<file path="src/rtl/spi_master_pkg.sv">
// Shared types and constants for the SPI master blocks.
package spi_master_pkg;

  localparam int SPI_WORD_W = 32;
  localparam int SPI_CNT_W  = 16;

  localparam logic SPI_STD  = 1'b0;
  localparam logic SPI_QUAD = 1'b1;

  typedef enum logic [1:0] {
    IDLE     = 2'd0,
    TRANSMIT = 2'd1,
    DONE     = 2'd2
  } tx_state_e;

endpackage

</file>
<file path="src/rtl/spi_master_tx.sv">
// SPI master transmit datapath: takes FIFO words and shifts them out MSB first
// on sdo in standard (1-bit) or quad (4-bit) mode, one step per tx_edge.
module spi_master_tx
  import spi_master_pkg::*;
#(
  parameter int WORD_W = SPI_WORD_W,
  parameter int CNT_W  = SPI_CNT_W
) (
  input  logic              clk,
  input  logic              rst,
  input  logic              en,
  input  logic              en_quad,
  input  logic [CNT_W-1:0]  counter_in,
  input  logic              tx_edge,
  input  logic [WORD_W-1:0] data,
  input  logic              data_valid,
  output logic              data_ready,
  output logic              clk_en_o,
  output logic              tx_done,
  output logic [3:0]        sdo
);

  localparam int WEC_W = $clog2(WORD_W) + 1;
  localparam logic [WEC_W-1:0] E_STD  = WEC_W'(WORD_W);
  localparam logic [WEC_W-1:0] E_QUAD = WEC_W'(WORD_W / 4);

  // Handshake: a word moves from the FIFO in any cycle where data_valid and
  // data_ready are both high; data_ready never depends on data_valid.
  tx_state_e         state, state_next;
  logic              quad;
  logic [CNT_W-1:0]  n_target, n_start, edge_cnt;
  logic [WEC_W-1:0]  word_edge_cnt, wec_base, wec_inc, edges_per_word;
  logic [WORD_W-1:0] shift_reg, src, src_shifted;
  logic              word_empty, edges_left, accept, launch;

  assign n_start        = (en_quad == SPI_QUAD) ? (counter_in >> 2) : counter_in;
  assign edges_left     = edge_cnt < n_target;
  assign accept         = data_valid && data_ready;
  assign launch         = (state == TRANSMIT) && tx_edge && edges_left && (!word_empty || data_valid);
  assign src            = word_empty ? data : shift_reg;
  assign src_shifted    = quad ? (src << 4) : (src << 1);
  assign edges_per_word = quad ? E_QUAD : E_STD;
  assign wec_base       = accept ? '0 : word_edge_cnt;
  assign wec_inc        = wec_base + WEC_W'(1);

  always_ff @(posedge clk) begin
    if (rst) state <= IDLE;
    else     state <= state_next;
  end

  always_comb begin
    state_next = state;
    data_ready = 1'b0;
    clk_en_o   = 1'b0;
    tx_done    = 1'b0;
    case (state)
      IDLE: begin
        if (en) state_next = (n_start == '0) ? DONE : TRANSMIT;
      end
      TRANSMIT: begin
        data_ready = word_empty && edges_left;
        clk_en_o   = !(word_empty && !data_valid && edges_left);
        // The edge after the last launch closes the final bit's full period.
        if (tx_edge && !edges_left) state_next = DONE;
      end
      DONE: begin
        tx_done    = 1'b1;
        state_next = IDLE;
      end
      default: state_next = IDLE;
    endcase
  end

  always_ff @(posedge clk) begin
    if (rst) begin
      quad          <= 1'b0;
      n_target      <= '0;
      edge_cnt      <= '0;
      word_edge_cnt <= '0;
      shift_reg     <= '0;
      word_empty    <= 1'b1;
      sdo           <= 4'b0;
    end else begin
      if (state == IDLE && en && n_start != '0) begin
        n_target      <= n_start;
        quad          <= en_quad;
        edge_cnt      <= '0;
        word_edge_cnt <= '0;
        word_empty    <= 1'b1;
      end
      if (accept) begin
        shift_reg     <= data;
        word_empty    <= 1'b0;
        word_edge_cnt <= '0;
      end
      if (launch) begin
        sdo           <= quad ? src[WORD_W-1 -: 4] : {3'b000, src[WORD_W-1]};
        shift_reg     <= src_shifted;
        edge_cnt      <= edge_cnt + CNT_W'(1);
        word_edge_cnt <= wec_inc;
        word_empty    <= (wec_inc == edges_per_word);
      end
    end
  end

endmodule
</file>
<file path="config.mk">
export PLATFORM = sky130hd
export DESIGN_NAME = spi_master_tx
export DESIGN_NICKNAME = d
export VERILOG_FILES = /design/src/rtl/spi_master_pkg.sv /design/src/rtl/spi_master_tx.sv
export SDC_FILE = /design/constraint.sdc
export NUM_CORES = 1
export LEC_CHECK = 0
export ABC_AREA = 0
export CORE_ASPECT_RATIO = 1.5
export CORE_MARGIN = 1.5
export CORE_UTILIZATION = 60
export DETAILED_ROUTE_END_ITERATION = 6
export PLACE_DENSITY = 0.88
export SYNTH_ARGS = -nofsm -noshare
export SYNTH_HDL_FRONTEND = slang
export SYNTH_SLANG_ARGS = --single-unit
</file>
<file path="constraint.sdc">
create_clock -name clk -period 6.6 [get_ports clk]
set_input_delay 1.98 -clock clk [delete_from_list [all_inputs] [get_ports clk]]
set_output_delay 1.98 -clock clk [all_outputs]
set_load 0.02 [all_outputs]
</file>
## After elaboration in Yosys (flattened, before gate mapping)

Cells that the tools add are included.

- Memory bits (writable): 0
- Bits in latches: 0
- Logic and storage cells: 61
- Register bits: 78
- ROM bits: 0
- Bits of input ports: 54
- Memories kept: 0

- Reduce and logical (&&, ||, !) cells: 22
- Divide/modulo/power cells: 0
- Shifts and indexed selects: 0
- Muxes and demuxes: 23
- $lt $le $gt $ge: 1
- Equality and inequality tests: 5
- Multiply operators: 0
- $add $sub $neg: 2
- Bitwise logic cells: 0

Operator list:

| cell | count |
|---|---|
| 32-bit two-way mux | 4 |
| 16-bit two-way mux | 3 |
| 6-bit two-way mux | 5 |
| 16-bit by 1-bit adder with 16-bit output (second input constant) | 1 |
| 16-bit zero test | 1 |
| 16-bit less-than comparator | 1 |
| 16-bit nonzero test | 1 |
| 1-bit logical AND | 10 |
| 6-bit by 1-bit adder with 6-bit output (second input constant) | 1 |
| 6-bit == test | 1 |
| 1-bit two-way mux | 6 |
| 2-bit two-way mux | 3 |
| 1-bit zero test | 4 |
| 4-bit two-way mux | 1 |
| 2-bit one-hot mux with 2 select lines | 1 |
| 2-bit nonzero test | 2 |
| 3-bit nonzero test | 1 |
| 2-bit by 1-bit == test with 1-bit output (second input constant) | 1 |
| 2-bit == test (second input constant) | 1 |
| 2-bit zero test | 1 |
| 2-bit by 1-bit inequality test with 1-bit output (second input constant) | 1 |
| 2-bit inequality test (second input constant) | 1 |
| 2-bit AND reduction | 1 |
| 1-bit logical OR | 1 |

## Longest topological paths before layout

- Depth after elaboration: 8
- Gate-level depth with buffers: 11
- Depth with buffers taken out: 11

## Worst setup path after synthesis

Ideal clock, no wire load.

- Kind: input -> output
- Start point: input port data_valid
- End point: output port clk_en_o
- Path buffers: 0
- Stages on the path: 2
- Setup slack: 2.271 ns
- Data required time: 4.620 ns
- Arrival: 2.349 ns
- Cell sequence: nand2b_1 > o21a_1

- Word-level cells in the longest chain between the ends: 5

RTL lines:

| what | line | text |
|---|---|---|
| start, declared | spi_master_tx.sv:16 | `input logic data_valid,` |
| 1-bit zero test | spi_master_tx.sv:62 | `clk_en_o = !(word_empty && !data_valid && edges_left);` |
| 1-bit logical AND (2 in series) | spi_master_tx.sv:62 |  |
| 1-bit zero test | spi_master_tx.sv:62 |  |
| 1-bit two-way mux | spi_master_tx.sv:56 | `case (state)` |
| end, declared | spi_master_tx.sv:18 | `output logic clk_en_o,` |

Every way passes these cells.

## Worst setup path in the final report

Same ends and word-level chain as after synthesis.

==> results.cfg <==
[outcome]
status = complete, no violations

[logic_synthesis]
yosys.area_share.xor_xnor = 0.00183
synth_compound_gate_area_share = 0.188
synth-seq-cells = 78
syn-instance-count = 560
ys_warn_count = 0
synthSimpleGateAreaFrac = 0.203
avgSynthCellArea_um2 = 8.55
yosysSeqAreaShare = 0.326
netlist.area_leader.share = 0.326
ys.flop_type = dfxtp_1
yosysTopAreaCell = dfxtp_1
synthArstFlopShare = 0
synth.distinct_cells = 52
muxShareOfSynthArea = 0.180
synth_nets = 631
synth.area.top_cells = dfxtp_1 33%, mux4_2 12%, a211oi_1 6.0%, a21oi_1 5.3%, mux2i_1 4.8%
synth_area_um2 = 4790
synth_edf_count = 0
synth_top_family_by_area = simple AND/OR/NAND/NOR gates
synthAdderAreaFrac = 0.0444

[placement]
post-place-cells = 684
post-dp-hpwl_um = 8700
dp_slack_ns = 1.27
routabilityCongestion = 0.829
io_buffers = 60

[routing]
drt-vias-per-instance = 6.54
drcViolationCount = 0
route.vias.total = 4569
first_pass_iters = 5
ant_nets = 0
drt_iter0_drc = 423
wl_um = 12600
routedWlPerCell_um = 18.1

[worst_setup_path]
crit_end = clk_en_o
start_kind = input port
rrSetupSlack_ns = 3.74
crit_fanout = 3
critPathArrivalTime_ns = 3.34
worstSetupPathType = in2out
startpoint = data_valid
cp-end-kind = primary output
required_ns = 4.62
rr_worst_depth = 9
reg2reg_from = n_target[14]$_SDFFE_PP0P_
worstReg2RegEnd = shift_reg[10]$_SDFFE_PP0P_

[timing]
fin_crit_ns = 5.32
finalSetupViolations = 0
setup_ws_ns = 1.28
hold_viol_final = 0
final-max-slew-violation-count = 0
tns_ns = 0
max_freq_ghz = 0.188
fin_crit_sh = 0.806
slew-limit-headroom = 0.410
worstMarginPinSlew_ns = 0.882
grt_setup_unrepaired = false
finClkSkew_ns = 0.00496

[clock_network]
cts_tree = built
clock_sinks = 78
cts.htree.levels = 3
cts_setup_buffers = 0
hold_buffers = 0
cts_made_buffers = 9
insertion_delay_ns = 0.34
clk_path_buf_depth = 2
clkTransAtPathRegs_ns = 0.05
cts_resized = 0
root_buffer = clkbuf_16

[floorplanning]
pin_count = 61
fp.dieW_um = 75.9
start_util = 0.625
fp.dieH_um = 112
coreArea_um2 = 7660
die_area_um2 = 8530
rows = 39

[global_route]
grt_usage = 0.306
grt_pass1_vias = 4577
grt_pass1_wl_um = 21000
grt_max_degree = 54
overflow = 0
antenna_found_initial = 0

[finish]
final_cell_mix = 77 x dfxtp_1, 61 x nand2_1, 59 x clkdlybuf4s50_1
drive_above_1_share = 0.0938
fillers = 581
largest_reg_flops = 32
final_cells = 699
antenna_cells = 0
final_nets = 664
area_delta_synth_final_pct = 17.9
seq_area_um2 = 1560
final_common_cell = dfxtp_1
multi_input_area_um2 = 2960

[power]
leakagePower_nw = 2.06
vdd_drop_max_mv = 0.138
powerDensity_nw_per_um2 = 213

[worst_hold_path]
hp-class = reg2reg

[job]
cap_viol_max_count = 0
==> critical path: stages <==
cell	delay [ns]
clkdlybuf4s50_1	0.49
nand2b_1	0.15
o21a_1	0.13
clkdlybuf4s50_1	0.60
==> metal layers <==
metal  global-route usage  vias up  share of wire
met1                0.341     2172           0.36
li1                     -     2131              -
met5                    0        -              0
met4                0.198        0          0.051
met3               0.0480       55          0.056
met2                0.542      211           0.53
==> power by group <==
group / switching, mW / internal [mW]
registers: 0.0222 / 0.499
clock network: 0.184 / 0.273
logic: 0.115 / 0.112
total: 0.321 / 0.883
==> cells in the mapped netlist, types with 5 or more instances <==
| library cell | instances |
|---|---|
| nor3_1 | 9 |
| o21ai_0 | 8 |
| nand3_1 | 30 |
| a31oi_1 | 6 |
| o21ai_1 | 10 |
| buf_2 | 14 |
| a21oi_1 | 51 |
| clkbuf_1 | 26 |
| a211oi_1 | 38 |
| nand2_1 | 61 |
| inv_1 | 19 |
| mux4_2 | 26 |
| dfxtp_1 | 78 |
| and3_1 | 6 |
| mux2i_1 | 23 |
| nor4_1 | 7 |
| ha_1 | 17 |
| buf_1 | 5 |
| nand4_1 | 6 |
| nor2_1 | 56 |
==> final cells by class <==
cell class	count	share of cell area
Multi-Input combinational cell	417	0.524
Sequential cell	78	0.277
Timing Repair Buffer	68	0.116
Clock buffer	14	0.0468
Tap cell	102	0.0226
Inverter	19	0.0126
Clock inverter	1	0.000887
==> how the worst min path moves through the flow <==
stage          cells after the start                      start                        end  slack (ns)
2_1_floorplan                      1      state[1]$_SDFFE_PP0P_      state[1]$_SDFFE_PP0P_        0.43
3_3_place_gp                       2        sdo[1]$_SDFFE_PP0P_        sdo[1]$_SDFFE_PP0P_        0.44
3_5_place_dp                       2  n_target[14]$_SDFFE_PP0P_  n_target[14]$_SDFFE_PP0P_        0.45
4_1_cts                            2  n_target[14]$_SDFFE_PP0P_  n_target[14]$_SDFFE_PP0P_        0.45
5_1_grt                            2  shift_reg[1]$_SDFFE_PP0P_  shift_reg[1]$_SDFFE_PP0P_        0.49
6_report                           2  n_target[14]$_SDFFE_PP0P_  n_target[14]$_SDFFE_PP0P_        0.45
==> kinds of logic (layout without fill, tap and decap cells) <==
kind of cell    Yosys count  count (layout)
flops                    78              78
buf+inv                  65             102
mux                      53              53
fa+ha+maj                17              17
simple gates            205             205
xor+xnor                  1               1
compound gates          141             141
==> per-stage QoR <==
step / utilization / power (mW) / cell area, µm² / hold slack (ns)
3_5_place_dp: 0.701 / 0.754 / 5370 / 0.446
6_report: 0.737 / 1.20 / 5640 / 0.453
3_3_place_gp: 0.701 / 0.744 / 5370 / 0.444
5_1_grt: 0.737 / 1.25 / 5640 / 0.489
2_1_floorplan: - / 0.677 / 4790 / 0.431
4_1_cts: 0.737 / 1.21 / 5640 / 0.453
No activity file was read; power rests on OpenSTA's default activity.
